<file path="config.mk">
export PLATFORM = sky130hd
export DESIGN_NAME = thresholding_axilite_loader_flat
export DESIGN_NICKNAME = d
export VERILOG_FILES = /design/src/rtl/thresholding_axilite_loader_if.sv /design/src/rtl/thresholding_axilite_loader.sv /design/src/flat_wrapper.sv
export SDC_FILE = /design/constraint.sdc
export NUM_CORES = 1
export LEC_CHECK = 0
export CORE_MARGIN = 2
export CORE_UTILIZATION = 44
export CTS_CLUSTER_DIAMETER = 50
export DETAILED_ROUTE_END_ITERATION = 6
export GPL_TIMING_DRIVEN = 0
export PLACE_DENSITY = 0.86
export SYNTH_ARGS = -nofsm -noshare
export SYNTH_HDL_FRONTEND = slang
export SYNTH_SLANG_ARGS = --single-unit
</file>
<file path="constraint.sdc">
create_clock -name ap_clk -period 1.8 [get_ports ap_clk]
set_input_delay 0.54 -clock ap_clk [delete_from_list [all_inputs] [get_ports ap_clk]]
set_output_delay 0.54 -clock ap_clk [all_outputs]
set_load 0.03 [all_outputs]
</file>
<file path="src/rtl/thresholding_axilite_loader_if.sv">
// Signal bundle between the threshold loader and its environment: the
// threshold source stream and the AXI4-Lite write channels. The read-back
// channels exist only when THRESHOLDING_LOADER_VERIFY_EN is defined.
interface thresholding_axilite_loader_if #(
  parameter int unsigned K         = 16,
  parameter int unsigned ADDR_BITS = 9
);
  logic                 s_axis_tvalid;
  logic                 s_axis_tready;
  logic [K-1:0]         s_axis_tdata;

  logic                 m_axilite_AWVALID;
  logic                 m_axilite_AWREADY;
  logic [ADDR_BITS-1:0] m_axilite_AWADDR;
  logic                 m_axilite_WVALID;
  logic                 m_axilite_WREADY;
  logic [31:0]          m_axilite_WDATA;
  logic [3:0]           m_axilite_WSTRB;
  logic                 m_axilite_BVALID;
  logic                 m_axilite_BREADY;
  logic [1:0]           m_axilite_BRESP;

`ifdef THRESHOLDING_LOADER_VERIFY_EN
  logic                 m_axilite_ARVALID;
  logic                 m_axilite_ARREADY;
  logic [ADDR_BITS-1:0] m_axilite_ARADDR;
  logic                 m_axilite_RVALID;
  logic                 m_axilite_RREADY;
  logic [31:0]          m_axilite_RDATA;
  logic [1:0]           m_axilite_RRESP;

  modport master (
    input  s_axis_tvalid, s_axis_tdata, output s_axis_tready,
    output m_axilite_AWVALID, m_axilite_AWADDR, input m_axilite_AWREADY,
    output m_axilite_WVALID, m_axilite_WDATA, m_axilite_WSTRB, input m_axilite_WREADY,
    input  m_axilite_BVALID, m_axilite_BRESP, output m_axilite_BREADY,
    output m_axilite_ARVALID, m_axilite_ARADDR, input m_axilite_ARREADY,
    input  m_axilite_RVALID, m_axilite_RDATA, m_axilite_RRESP, output m_axilite_RREADY
  );
  modport slave (
    output s_axis_tvalid, s_axis_tdata, input s_axis_tready,
    input  m_axilite_AWVALID, m_axilite_AWADDR, output m_axilite_AWREADY,
    input  m_axilite_WVALID, m_axilite_WDATA, m_axilite_WSTRB, output m_axilite_WREADY,
    output m_axilite_BVALID, m_axilite_BRESP, input m_axilite_BREADY,
    input  m_axilite_ARVALID, m_axilite_ARADDR, output m_axilite_ARREADY,
    output m_axilite_RVALID, m_axilite_RDATA, m_axilite_RRESP, input m_axilite_RREADY
  );
`else
  modport master (
    input  s_axis_tvalid, s_axis_tdata, output s_axis_tready,
    output m_axilite_AWVALID, m_axilite_AWADDR, input m_axilite_AWREADY,
    output m_axilite_WVALID, m_axilite_WDATA, m_axilite_WSTRB, input m_axilite_WREADY,
    input  m_axilite_BVALID, m_axilite_BRESP, output m_axilite_BREADY
  );
  modport slave (
    output s_axis_tvalid, s_axis_tdata, input s_axis_tready,
    input  m_axilite_AWVALID, m_axilite_AWADDR, output m_axilite_AWREADY,
    input  m_axilite_WVALID, m_axilite_WDATA, m_axilite_WSTRB, output m_axilite_WREADY,
    output m_axilite_BVALID, m_axilite_BRESP, input m_axilite_BREADY
  );
`endif
endinterface

</file>
<file path="src/rtl/thresholding_axilite_loader.sv">
// AXI4-Lite write initiator that streams thresholds (channel-major,
// index-minor) into the threshold memory of thresholding_axi, one single-beat
// write per threshold. Optional read-back verification of every write is
// enabled with THRESHOLDING_LOADER_VERIFY_EN.
module thresholding_axilite_loader #(
  parameter int unsigned N  = 4,
  parameter int unsigned C  = 6,
  parameter int unsigned PE = 3,
  parameter int unsigned K  = 16
) (
  input  logic ap_clk,
  input  logic ap_rst_n,
  input  logic start,
  output logic busy,
  output logic done,
  output logic err,
  thresholding_axilite_loader_if.master bus
);
  localparam int unsigned CB        = $clog2(C / PE);
  localparam int unsigned PB        = $clog2(PE);
  localparam int unsigned ADDR_BITS = CB + PB + N + 2;
  localparam int unsigned CW        = (C > 1) ? $clog2(C) : 1;
  localparam logic [N-1:0]  I_LAST  = N'(2**N - 2);
  localparam logic [CW-1:0] C_LAST  = CW'(C - 1);

`ifdef THRESHOLDING_LOADER_VERIFY_EN
  typedef enum logic [2:0] {IDLE, FETCH, ISSUE, WAIT_B, READ, WAIT_R, DONE} state_e;
`else
  typedef enum logic [2:0] {IDLE, FETCH, ISSUE, WAIT_B, DONE} state_e;
`endif

  state_e                state_q, state_d;
  logic [CW-1:0]         c_q, c_d;
  logic [N-1:0]          i_q, i_d;
  logic [ADDR_BITS-1:0]  awaddr_q, awaddr_d;
  logic [31:0]           wdata_q, wdata_d;
  logic                  awvalid_q, awvalid_d;
  logic                  wvalid_q, wvalid_d;
  logic                  busy_q, busy_d;
  logic                  done_q, done_d;
  logic                  err_q, err_d;
`ifdef THRESHOLDING_LOADER_VERIFY_EN
  logic                  arvalid_q, arvalid_d;
`endif
  logic [ADDR_BITS-1:0]  addr_calc;
  logic                  advance;

  // Word address of threshold (c, i); the c%PE and c/PE fields collapse to
  // zero width naturally when PE=1 or C=PE.
  always_comb begin
    addr_calc = ADDR_BITS'(((32'(c_q) / PE) << (PB + N + 2))
                         | ((32'(c_q) % PE) << (N + 2))
                         | (32'(i_q) << 2));
  end

  // Next-state, counter advance and registered-output next values.
  always_comb begin
    state_d   = state_q;
    c_d       = c_q;
    i_d       = i_q;
    awaddr_d  = awaddr_q;
    wdata_d   = wdata_q;
    awvalid_d = awvalid_q;
    wvalid_d  = wvalid_q;
    busy_d    = busy_q;
    done_d    = 1'b0;
    err_d     = err_q;
    advance   = 1'b0;
`ifdef THRESHOLDING_LOADER_VERIFY_EN
    arvalid_d = arvalid_q;
`endif
    unique case (state_q)
      IDLE: begin
        // done_q high means DONE was just left; a start in that cycle is dropped
        if (start && !done_q) begin
          c_d     = '0;
          i_d     = '0;
          err_d   = 1'b0;
          busy_d  = 1'b1;
          state_d = FETCH;
        end
      end
      FETCH: begin
        if (bus.s_axis_tvalid) begin
          wdata_d   = 32'(signed'(bus.s_axis_tdata));
          awaddr_d  = addr_calc;
          awvalid_d = 1'b1;
          wvalid_d  = 1'b1;
          state_d   = ISSUE;
        end
      end
      ISSUE: begin
        awvalid_d = awvalid_q & ~bus.m_axilite_AWREADY;
        wvalid_d  = wvalid_q & ~bus.m_axilite_WREADY;
        if (!awvalid_d && !wvalid_d) state_d = WAIT_B;
      end
      WAIT_B: begin
        if (bus.m_axilite_BVALID) begin
          if (bus.m_axilite_BRESP != 2'b00) err_d = 1'b1;
`ifdef THRESHOLDING_LOADER_VERIFY_EN
          arvalid_d = 1'b1;
          state_d   = READ;
`else
          advance   = 1'b1;
`endif
        end
      end
`ifdef THRESHOLDING_LOADER_VERIFY_EN
      READ: begin
        arvalid_d = arvalid_q & ~bus.m_axilite_ARREADY;
        if (!arvalid_d) state_d = WAIT_R;
      end
      WAIT_R: begin
        if (bus.m_axilite_RVALID) begin
          if (bus.m_axilite_RRESP != 2'b00 || bus.m_axilite_RDATA != wdata_q) err_d = 1'b1;
          advance = 1'b1;
        end
      end
`endif
      DONE: begin
        done_d  = 1'b1;
        busy_d  = 1'b0;
        state_d = IDLE;
      end
      default: state_d = IDLE;
    endcase

    if (advance) begin
      if (c_q == C_LAST && i_q == I_LAST) begin
        state_d = DONE;
      end else begin
        state_d = FETCH;
        if (i_q == I_LAST) begin
          i_d = '0;
          c_d = c_q + 1'b1;
        end else begin
          i_d = i_q + 1'b1;
        end
      end
    end
  end

  // State and output registers; reset aborts any load in progress.
  always_ff @(posedge ap_clk or negedge ap_rst_n) begin
    if (!ap_rst_n) begin
      state_q   <= IDLE;
      c_q       <= '0;
      i_q       <= '0;
      awaddr_q  <= '0;
      wdata_q   <= '0;
      awvalid_q <= 1'b0;
      wvalid_q  <= 1'b0;
      busy_q    <= 1'b0;
      done_q    <= 1'b0;
      err_q     <= 1'b0;
`ifdef THRESHOLDING_LOADER_VERIFY_EN
      arvalid_q <= 1'b0;
`endif
    end else begin
      state_q   <= state_d;
      c_q       <= c_d;
      i_q       <= i_d;
      awaddr_q  <= awaddr_d;
      wdata_q   <= wdata_d;
      awvalid_q <= awvalid_d;
      wvalid_q  <= wvalid_d;
      busy_q    <= busy_d;
      done_q    <= done_d;
      err_q     <= err_d;
`ifdef THRESHOLDING_LOADER_VERIFY_EN
      arvalid_q <= arvalid_d;
`endif
    end
  end

  assign busy                  = busy_q;
  assign done                  = done_q;
  assign err                   = err_q;
  assign bus.s_axis_tready     = (state_q == FETCH);
  assign bus.m_axilite_AWVALID = awvalid_q;
  assign bus.m_axilite_AWADDR  = awaddr_q;
  assign bus.m_axilite_WVALID  = wvalid_q;
  assign bus.m_axilite_WDATA   = wdata_q;
  assign bus.m_axilite_WSTRB   = 4'hF;
  assign bus.m_axilite_BREADY  = (state_q == WAIT_B);
`ifdef THRESHOLDING_LOADER_VERIFY_EN
  assign bus.m_axilite_ARVALID = arvalid_q;
  assign bus.m_axilite_ARADDR  = awaddr_q;
  assign bus.m_axilite_RREADY  = (state_q == WAIT_R);
`endif
endmodule
</file>
<file path="src/flat_wrapper.sv">
// flat-port wrapper written by rule: the top's interface ports become plain ports
module thresholding_axilite_loader_flat 
#(
  parameter int unsigned N  = 4,
  parameter int unsigned C  = 6,
  parameter int unsigned PE = 3,
  parameter int unsigned K  = 16
)
  (ap_clk, ap_rst_n, start, busy, done, err, bus_s_axis_tvalid, bus_s_axis_tdata, bus_s_axis_tready, bus_m_axilite_AWVALID, bus_m_axilite_AWADDR, bus_m_axilite_AWREADY, bus_m_axilite_WVALID, bus_m_axilite_WDATA, bus_m_axilite_WSTRB, bus_m_axilite_WREADY, bus_m_axilite_BVALID, bus_m_axilite_BRESP, bus_m_axilite_BREADY);
  thresholding_axilite_loader_if #(.K(K)) bus_i ();
  input  logic ap_clk;
  input  logic ap_rst_n;
  input  logic start;
  output logic busy;
  output logic done;
  output logic err;
  input wire logic [$bits(bus_i.s_axis_tvalid)-1:0] bus_s_axis_tvalid;
  input wire logic [$bits(bus_i.s_axis_tdata)-1:0] bus_s_axis_tdata;
  output wire logic [$bits(bus_i.s_axis_tready)-1:0] bus_s_axis_tready;
  output wire logic [$bits(bus_i.m_axilite_AWVALID)-1:0] bus_m_axilite_AWVALID;
  output wire logic [$bits(bus_i.m_axilite_AWADDR)-1:0] bus_m_axilite_AWADDR;
  input wire logic [$bits(bus_i.m_axilite_AWREADY)-1:0] bus_m_axilite_AWREADY;
  output wire logic [$bits(bus_i.m_axilite_WVALID)-1:0] bus_m_axilite_WVALID;
  output wire logic [$bits(bus_i.m_axilite_WDATA)-1:0] bus_m_axilite_WDATA;
  output wire logic [$bits(bus_i.m_axilite_WSTRB)-1:0] bus_m_axilite_WSTRB;
  input wire logic [$bits(bus_i.m_axilite_WREADY)-1:0] bus_m_axilite_WREADY;
  input wire logic [$bits(bus_i.m_axilite_BVALID)-1:0] bus_m_axilite_BVALID;
  input wire logic [$bits(bus_i.m_axilite_BRESP)-1:0] bus_m_axilite_BRESP;
  output wire logic [$bits(bus_i.m_axilite_BREADY)-1:0] bus_m_axilite_BREADY;
  assign bus_i.s_axis_tvalid = bus_s_axis_tvalid;
  assign bus_i.s_axis_tdata = bus_s_axis_tdata;
  assign bus_s_axis_tready = bus_i.s_axis_tready;
  assign bus_m_axilite_AWVALID = bus_i.m_axilite_AWVALID;
  assign bus_m_axilite_AWADDR = bus_i.m_axilite_AWADDR;
  assign bus_i.m_axilite_AWREADY = bus_m_axilite_AWREADY;
  assign bus_m_axilite_WVALID = bus_i.m_axilite_WVALID;
  assign bus_m_axilite_WDATA = bus_i.m_axilite_WDATA;
  assign bus_m_axilite_WSTRB = bus_i.m_axilite_WSTRB;
  assign bus_i.m_axilite_WREADY = bus_m_axilite_WREADY;
  assign bus_i.m_axilite_BVALID = bus_m_axilite_BVALID;
  assign bus_i.m_axilite_BRESP = bus_m_axilite_BRESP;
  assign bus_m_axilite_BREADY = bus_i.m_axilite_BREADY;
  thresholding_axilite_loader #(.N(N), .C(C), .PE(PE), .K(K)) u_core (.ap_clk(ap_clk), .ap_rst_n(ap_rst_n), .start(start), .busy(busy), .done(done), .err(err), .bus(bus_i));
endmodule
</file>
After elaboration in Yosys (flattened, before gate mapping)
Index checks and enable logic that the tools add are counted.
{"block": "totals", "regBits": 40, "output_inout_bits": 52, "input_bits": 25, "word_cells": 78}
{"block": "op_classes", "n_addsub": 2, "reduce_logical": 16, "div": 2, "bitwise": 6, "mux": 28, "n_eq_ne": 14}
{"op": "$div A3 B2 Y32 const B", "count": 1}
{"op": "$mod A3 B2 Y32 const B", "count": 1}
{"op": "$mux W3", "count": 10}
{"op": "$mux W4", "count": 5}
{"op": "$pmux W3 S4", "count": 1}
{"op": "$or A9 B6 Y9", "count": 1}
{"op": "$or A9 B9 Y9", "count": 1}
{"op": "$mux W1", "count": 8}
{"op": "$pmux W1 S2", "count": 4}
{"op": "$reduce_and A4 Y1", "count": 2}
{"op": "$reduce_bool A2 Y1", "count": 4}
{"op": "$eq A3 B2 Y1 const B", "count": 2}
{"op": "$eq A3 B3 Y1 const B", "count": 2}
{"op": "$ne A2 B1 Y1 const B", "count": 3}
{"op": "$ne A3 B1 Y1 const B", "count": 2}
{"op": "$reduce_and A2 Y1", "count": 3}
{"op": "$add A4 B1 Y4 const B", "count": 1}
{"op": "$eq A4 B4 Y1 const B", "count": 1}
{"op": "$ne A2 B2 Y1 const B", "count": 2}
{"op": "$add A3 B1 Y3 const B", "count": 1}
{"op": "$eq A3 B1 Y1 const B", "count": 1}
{"op": "$logic_and A1 B1 Y1", "count": 3}
{"op": "$logic_not A1 Y1", "count": 3}
{"op": "$logic_not A3 Y1", "count": 1}
{"op": "other kinds (3)", "count": 5}

Depth between registers and ports, before layout
Gate-level depths: netlist of the first run.
{"block": "logic_depth", "word_depth": 7, "mapped_depth": 7, "ltp_nobuf": 6}

Worst setup path before layout of the first run
No wires, ideal clock.
{"block": "synth_path", "path_type": "register -> output", "from": "reg u_core.state_q[0]", "to": "out bus_s_axis_tready", "stages_incl_launch_ff": 4, "setup_slack_ns": 0.172, "required_ns": 1.260, "path_buffers": 1, "arrival_ns": 1.088, "path_cell_list": "dfrtp_1 -> buf_6 -> nor2b_4 -> nor2b_1"}
{"block": "synth_between", "elab_chain_cells": 1}
{"item": "from (decl)", "line_no": "thresholding_axilite_loader.sv:32", "source": "state_e state_q, state_d;"}
{"item": "from (signal assigned)", "line_no": "thresholding_axilite_loader.sv:160", "source": "state_q <= state_d;"}
{"item": "$eq A3 B1 Y1", "line_no": "thresholding_axilite_loader.sv:179", "source": "assign bus.s_axis_tready = (state_q == FETCH);"}
{"item": "to (decl)", "line_no": "flat_wrapper.sv:19", "source": "output wire logic [$bits(bus_i.s_axis_tready)-1:0] bus_s_axis_tready;"}
Every way passes these cells.

Final worst setup path of the first run
Ends and elaborated chain as after synthesis.

==> results.tsv, run 1 <==
stage	metric	value	unit
floorplan	top-level port count	77	
sta	worst rel slew slack	0.444	
yosys	Synth Register Bits	38	
detailed_routing	number of remaining DRC errors	0	
global_routing	largest net degree at the start of global routing	39	
global_routing	wire length of the first global-routing pass	6.65	mm
cells_and_area	Final Net Count	285	
power_and_ir_drop	P_leak	1.43	nW
yosys	share of async-settable or async-resettable flops after synthesis	1.00	
detailed_routing	total number of vias	1489	
sta	total of endpoints with negative setup slack in the final report	17	
worst_setup_path	depth of the worst register-to-register path	8	
sta	worst-case setup margin in the final layout	-44.4	ps
sta	Final Max Tran Viols	0	
placed_design	count of input and output buffers	70	
cts	clock slew at reported path FFs	70	ps
worst_setup_path	launching element type of the critical path	flop	
yosys	average size of a mapped cell	11.8	um2
worst_setup_path	sort of element at the end of the critical path	output port	
detailed_routing	final routed wire length divided by cell count	13.3	um
cells_and_area	ratio of cells with drive above 1 in the final layout	0.349	
yosys	most common flop cell mapped by yosys	sky130_fd_sc_hd__dfrtp_1	
cts	CTS HTree Levels	2	
placed_design	Detail Placement HPWL	2.87	mm
sta	Least-Margin Pin Slew	834	ps
cells_and_area	signed area change from the synthesized netlist to the final layout	41.5	%
sta	Post-Route Skew	7.06	ps
worst_setup_path	critical path class	flop to output port	
sta	fmax	0.542	GHz
worst_hold_path	worst min-delay path class	input pin to async pin	
yosys	share of Yosys cell area claimed by the top area cell type	0.474	
floorplan	starting density of the core	0.458	
floorplan	die height	71.6	um
detailed_routing	wirelength, routed	4.13	mm
job	max capacitance violation total	0	
run_status	failing checks	negative setup slack	
floorplan	Site Rows	24	
global_routing	number of antenna violations at the first check in global routing	0	
detailed_routing	number of iterations in the first detailed-routing pass	4	
power_and_ir_drop	IR drop worst, VDD	0.637	mV
cts	number of buffers between clock root and the deepest sink	2	
placed_design	weighted congestion at the end of routability-driven global placement	0.695	
cts	cell at the root of the clock tree	sky130_fd_sc_hd__clkbuf_8	
power_and_ir_drop	total power divided by cell area	1800	nW/um2
sta	final worst path period need	1840	ps
yosys	library cells used by synthesis	41	
cells_and_area	utilization after layout	0.648	
worst_setup_path	maximum fanout along the worst path	2	
yosys	dominant cell type by area after synthesis	sky130_fd_sc_hd__dfrtp_1	
global_routing	global-route total usage across every layer	0.165	
cts	Clk Latency, worst-skew pair	290	ps
yosys	Seq/Total Area, Yosys	0.474	
sta	RSZ-0062 raised after global routing	true	
cells_and_area	fillcell total	362	
detailed_routing	DRC marker count from the first detailed-route iteration	51	
placed_design	Setup Slack @ Placement	-337	ps
sta	TNS Setup	-505	ps
worst_setup_path	Data required, critical path	1260	ps
yosys	number of enable flip-flop cells after synthesis	0	
detailed_routing	ratio of routed vias to standard cells	4.80	
worst_setup_path	Worst Path Arrival	1300	ps
yosys	Netlist Area Pre-Place	2010	um2
global_routing	residual overflow from global routing	0	
run_status	run status	finished with violations	
floorplan	chip width	71.6	um
cts	number of buffers inserted during clock tree synthesis	5	
sta	Hold Vio Cnt, Final	0	
yosys	list of most frequent post-synthesis cells	38 x sky130_fd_sc_hd__dfrtp_1, 22 x sky130_fd_sc_hd__buf_4, 16 x sky130_fd_sc_hd__mux2_4	
yosys	cell with the most instances after synthesis	sky130_fd_sc_hd__dfrtp_1	
cts	clock tree from TritonCTS	done	
power_and_ir_drop	total power	5.12	mW
yosys	Gate Count Post-Synth	170	
global_routing	via count of the first global-routing pass	1391	
cts	Clock Sink Count	38	
yosys	number of warning messages in the yosys log	0	
floorplan	overall die area	5120	um2
yosys	top cells by area, synth	sky130_fd_sc_hd__dfrtp_1 47%, sky130_fd_sc_hd__mux2_4 12%, sky130_fd_sc_hd__buf_4 8.2%	
cells_and_area	final antenna diode count	0	
sta	portion of the clock cycle consumed by the worst path in the final layout	1.02	
detailed_routing	Routed Antenna Nets	0	
floorplan	placeable core region	4380	um2
where the power goes:
part	internal, mW	total, mW	switching, mW
clock network	0.309	0.607	0.298
logic	1.43	3.12	1.68
registers	1.18	1.40	0.218
sequential cells by signal, summed over array words and instances, names as in the netlist, 3 cells and up:
signal,count
u_core.bus.m_axilite_AWADDR,7
u_core.bus.m_axilite_WDATA,16
u_core.c_q,3
u_core.i_q,4
u_core.state_q,3
cells by family after synthesis:
family | count (synthesis) | share of synthesized area
AND/OR/NAND/NOR | 41 | 0.117
flip-flops | 38 | 0.474
buffers and inverters | 36 | 0.137
AO/OA/AOI/OAI | 28 | 0.0978
multiplexers | 21 | 0.148
adder cells (fa/ha/maj) | 3 | 0.0187
other | 2 | 0.00374
XOR/XNOR | 1 | 0.00436
per-stage QoR:
step	instance area (um2)	hold slack, ps	cells
after floorplan	2020	244	174
after global placement	2790	461	296
after detailed placement	2780	481	296
after CTS	2830	377	310
after global routing	2840	416	310
final	2840	341	310
routing by layer:
| metal | GRT usage | vias up | part of all wire |
|---|---|---|---|
| met5 | 0 | - | 0 |
| met4 | 0.0545 | 0 | 0.011 |
| met3 | 0.0605 | 6 | 0.085 |
| met2 | 0.257 | 58 | 0.46 |
| met1 | 0.214 | 693 | 0.45 |
| li1 | - | 732 | - |
critical path, cell delays in order (launching register included):
cell	delay (ps)
sky130_fd_sc_hd__dfrtp_1	390
sky130_fd_sc_hd__buf_6	120
sky130_fd_sc_hd__nor2b_4	120
sky130_fd_sc_hd__buf_6	110
sky130_fd_sc_hd__nor2b_1	120
sky130_fd_sc_hd__buf_4	160
cells in the final DEF (no fill, tap or decap), types with 2 or more instances in the layout:
cell type                         instances
sky130_fd_sc_hd__buf_4                   37
sky130_fd_sc_hd__dfrtp_1                 36
sky130_fd_sc_hd__dlygate4sd2_1           27
sky130_fd_sc_hd__clkdlybuf4s50_1         22
sky130_fd_sc_hd__mux2_4                  16
sky130_fd_sc_hd__nand2_1                 14
sky130_fd_sc_hd__buf_2                    9
sky130_fd_sc_hd__o21ai_0                  8
sky130_fd_sc_hd__inv_1                    7
sky130_fd_sc_hd__a21oi_1                  7
sky130_fd_sc_hd__conb_1                   6
sky130_fd_sc_hd__clkbuf_8                 6
sky130_fd_sc_hd__buf_6                    5
sky130_fd_sc_hd__nand2b_1                 5
sky130_fd_sc_hd__nor2_1                   5
sky130_fd_sc_hd__mux2_2                   5
sky130_fd_sc_hd__nand3_1                  3
sky130_fd_sc_hd__ha_1                     3
sky130_fd_sc_hd__nor3_1                   2
sky130_fd_sc_hd__a21o_1                   2
sky130_fd_sc_hd__buf_12                   2
sky130_fd_sc_hd__o221ai_1                 2
sky130_fd_sc_hd__clkdlybuf4s15_1          2
sky130_fd_sc_hd__dfrtp_2                  2
layout make-up:
cell class / instances / area (um2) / share of cell area
Buffer: 29 / 251 / 0.0885
Clock buffer: 7 / 86.3 / 0.0304
Clock inverter: 1 / 5.00 / 0.00176
Inverter: 7 / 26.3 / 0.00925
Multi-Input combinational cell: 100 / 797 / 0.280
Sequential cell: 38 / 953 / 0.336
Tap cell: 52 / 65.1 / 0.0229
Timing Repair Buffer: 76 / 657 / 0.231
repair_timing:
action	in CTS	in global routing
hold buffers	0	0
endpoints found under the setup margin	62	21
gates resized for setup	103	6
buffers inserted	6	0
pin swaps	0	1
path summary, 6_finish.rpt:
kind / slack [ps] / start / end
setup / recovery: -40 / u_core.state_q[0] / bus_s_axis_tready
hold / removal: 340 / ap_rst_n / u_core.bus.m_axilite_WDATA[12]
setup reg to reg: 100 / u_core.state_q[0] / u_core.bus.m_axilite_WDATA[8]
hold reg to reg: 490 / u_core.err / u_core.err
max in group asynchronous: 870 / ap_rst_n / u_core.state_q[1]
min in group ap_clk: 490 / u_core.err / u_core.err
(Power assumes the default switching activity.)
==> run 2, diff against run 1 <==
CORE_MARGIN = 4   (was 2)
==> run 2 against run 1 <==
Against the previous run:
- the run now ends clean
- count of clock-buffer cells in the layout is 2 lower
- wire length rose by 8.7%
- via count rose by 3.4%
- sequential power about the same
- sequential cell count is the same
- critical path type unchanged
- largest power group unchanged
- highest routed layer unchanged
==> results.tsv, run 2 (synthesis gave the netlist of run 1 again) <==
stage	metric	value	unit	change
sta	Post-Route Skew	1.76	ps	-5.29 ps
run_status	run status	complete, no violations		
cells_and_area	commonest non-fill, non-tap cells in the layout	42 x sky130_fd_sc_hd__buf_4, 36 x sky130_fd_sc_hd__dfrtp_1, 27 x sky130_fd_sc_hd__dlygate4sd2_1, 21 x sky130_fd_sc_hd__clkdlybuf4s50_1, 16 x sky130_fd_sc_hd__mux2_4		
sta	TNS Setup	0	ps	+505 ps
floorplan	overall die area	5710	um2	+11%
global_routing	number of antenna violations at the first check in global routing	0		unchanged
sta	fmax	0.563	GHz	+3.8%
worst_hold_path	worst min-delay path class	input pin to async pin		
worst_setup_path	Worst Path Arrival	1240	ps	-60 ps
power_and_ir_drop	total power divided by cell area	1830	nW/um2	+1.4%
cts	Clk Latency, worst-skew pair	290	ps	about the same
cells_and_area	Register Area	953	um2	unchanged
placed_design	count of input and output buffers	70		unchanged
floorplan	starting density of the core	0.458		unchanged
placed_design	Detail Placement HPWL	3.17	mm	+11%
floorplan	top-level port count	77		unchanged
job	max capacitance violation total	0		unchanged
placed_design	weighted congestion at the end of routability-driven global placement	0.717		+3.1%
cts	clock slew at reported path FFs	70	ps	about the same
cts	number of buffers between clock root and the deepest sink	2		unchanged
sta	RSZ-0062 raised after global routing	true		
sta	Final Max Tran Viols	0		unchanged
cts	CTS HTree Levels	2		unchanged
placed_design	placement-stage cell area	2780	um2	unchanged
detailed_routing	number of remaining DRC errors	0		unchanged
placed_design	Setup Slack @ Placement	-337	ps	-0.0490 ps
power_and_ir_drop	IR drop worst, VDD	0.655	mV	+2.8%
global_routing	largest net degree at the start of global routing	39		unchanged
cells_and_area	multi-input combinational cell area	805	um2	+0.94%
cts	number of buffers inserted during clock tree synthesis	5		unchanged
sta	total of endpoints with negative setup slack in the final report	0		-17
worst_setup_path	critical path class	flop to output port		
worst_setup_path	worst-case register-to-register setup slack	100	ps	about the same
sta	worst hold slack	341	ps	-0.601 ps
detailed_routing	Routed Antenna Nets	0		unchanged
power_and_ir_drop	total power	5.32	mW	+3.8%
cells_and_area	most common cell after layout, fill and taps aside	sky130_fd_sc_hd__buf_4		
detailed_routing	final routed wire length divided by cell count	14.2	um	+7.0%
floorplan	chip width	75.6	um	+5.6%
cts	Clock Sink Count	38		unchanged
cells_and_area	Finished Cell Area	2910	um2	+2.4%
cells_and_area	fillcell total	340		-6.1%
detailed_routing	ratio of routed vias to standard cells	4.89		+1.8%
worst_setup_path	sort of element at the end of the critical path	output port		
worst_setup_path	launching element type of the critical path	flop		
cells_and_area	max FFs per register	16		unchanged
cells_and_area	Final Net Count	290		+1.8%
global_routing	residual overflow from global routing	0		unchanged
cts	number of hold buffers added after cts	0		unchanged
power_and_ir_drop	P_leak	1.47	nW	+3.4%
global_routing	via count of the first global-routing pass	1401		+0.72%
cells_and_area	signed area change from the synthesized netlist to the final layout	44.9	%	
worst_setup_path	maximum fanout along the worst path	7		+5
floorplan	Site Rows	24		unchanged
global_routing	global-route total usage across every layer	0.155		-0.00987
worst_setup_path	Data required, critical path	1260	ps	about the same
detailed_routing	wirelength, routed	4.49	mm	+8.7%
detailed_routing	total number of vias	1540		+3.4%
cts	cell at the root of the clock tree	sky130_fd_sc_hd__clkbuf_8		
detailed_routing	DRC marker count from the first detailed-route iteration	56		+9.8%
sta	worst rel slew slack	0.456		+0.0127
sta	Hold Vio Cnt, Final	0		unchanged
floorplan	placeable core region	4380	um2	unchanged
sta	portion of the clock cycle consumed by the worst path in the final layout	0.988		-0.0371
detailed_routing	number of iterations in the first detailed-routing pass	4		unchanged
sta	final worst path period need	1780	ps	-66.8 ps
floorplan	die height	75.6	um	+5.6%
sta	Least-Margin Pin Slew	815	ps	-19.1 ps
cts	clock tree from TritonCTS	done		
global_routing	wire length of the first global-routing pass	6.62	mm	-0.51%
cells_and_area	final antenna diode count	0		unchanged
sta	worst-case setup margin in the final layout	22.5	ps	+66.8 ps
cells_and_area	ratio of cells with drive above 1 in the final layout	0.361		+0.0124
==> run 2: repair_timing <==
action,4_1_cts,5_1_grt
endpoints found under the setup margin,57,38
resized for setup,90,15
pin swaps,0,2
buffers inserted,4,7
==> run 2: path summary, 6_finish.rpt <==
| check | start | end | cells after the start |
|---|---|---|---|
| setup / recovery | u_core.state_q[2] | bus_s_axis_tready | 4 |
| hold / removal | ap_rst_n | u_core.bus.m_axilite_WDATA[15] | 1 |
| setup reg to reg | u_core.state_q[0] | u_core.bus.m_axilite_WDATA[6] | 8 |
| hold reg to reg | u_core.err | u_core.err | 2 |
| max in group asynchronous | ap_rst_n | u_core.state_q[1] | 1 |
| min in group ap_clk | u_core.err | u_core.err | 2 |
==> run 2: where the power goes <==
part / leakage, nW / internal [mW] / switching, mW
Combinational: 0.953 / 1.48 / 1.71
Sequential: 0.464 / 1.18 / 0.238
Clock: 0.0579 / 0.408 / 0.301
Total: 1.47 / 3.07 / 2.25
==> run 2: layout make-up <==
type / count / area share
Sequential cell: 38 / 0.328
Multi-Input combinational cell: 100 / 0.276
Timing Repair Buffer: 81 / 0.241
Buffer: 29 / 0.0864
Clock buffer: 5 / 0.0236
Tap cell: 52 / 0.0224
Clock inverter: 3 / 0.0138
Inverter: 7 / 0.00903
==> run 2: through the flow <==
stage,utilization,cells
floorplan,-,174
global placement,0.636,296
detailed placement,0.635,296
CTS,0.654,308
global route,0.664,315
finish,0.664,315
==> run 2: routing by layer <==
| layer | GRT usage | vias up | share of wire |
|---|---|---|---|
| li1 | - | 744 | - |
| met1 | 0.190 | 720 | 0.40 |
| met2 | 0.248 | 70 | 0.49 |
| met3 | 0.0607 | 6 | 0.098 |
| met4 | 0.0563 | 0 | 0.014 |
| met5 | 0 | - | 0 |
==> run 2: critical path, cell delays in order, from the launching register on <==
cell	delay, ps
sky130_fd_sc_hd__dfrtp_1	370
sky130_fd_sc_hd__buf_6	130
sky130_fd_sc_hd__nor2b_4	140
sky130_fd_sc_hd__nor2b_1	140
sky130_fd_sc_hd__buf_4	160
==> run 3, diff against run 2 <==
CTS_CLUSTER_SIZE = 16   (was default)
==> results of run 3 <==
Final layout, timing and power as in run 2 (identical DEF).
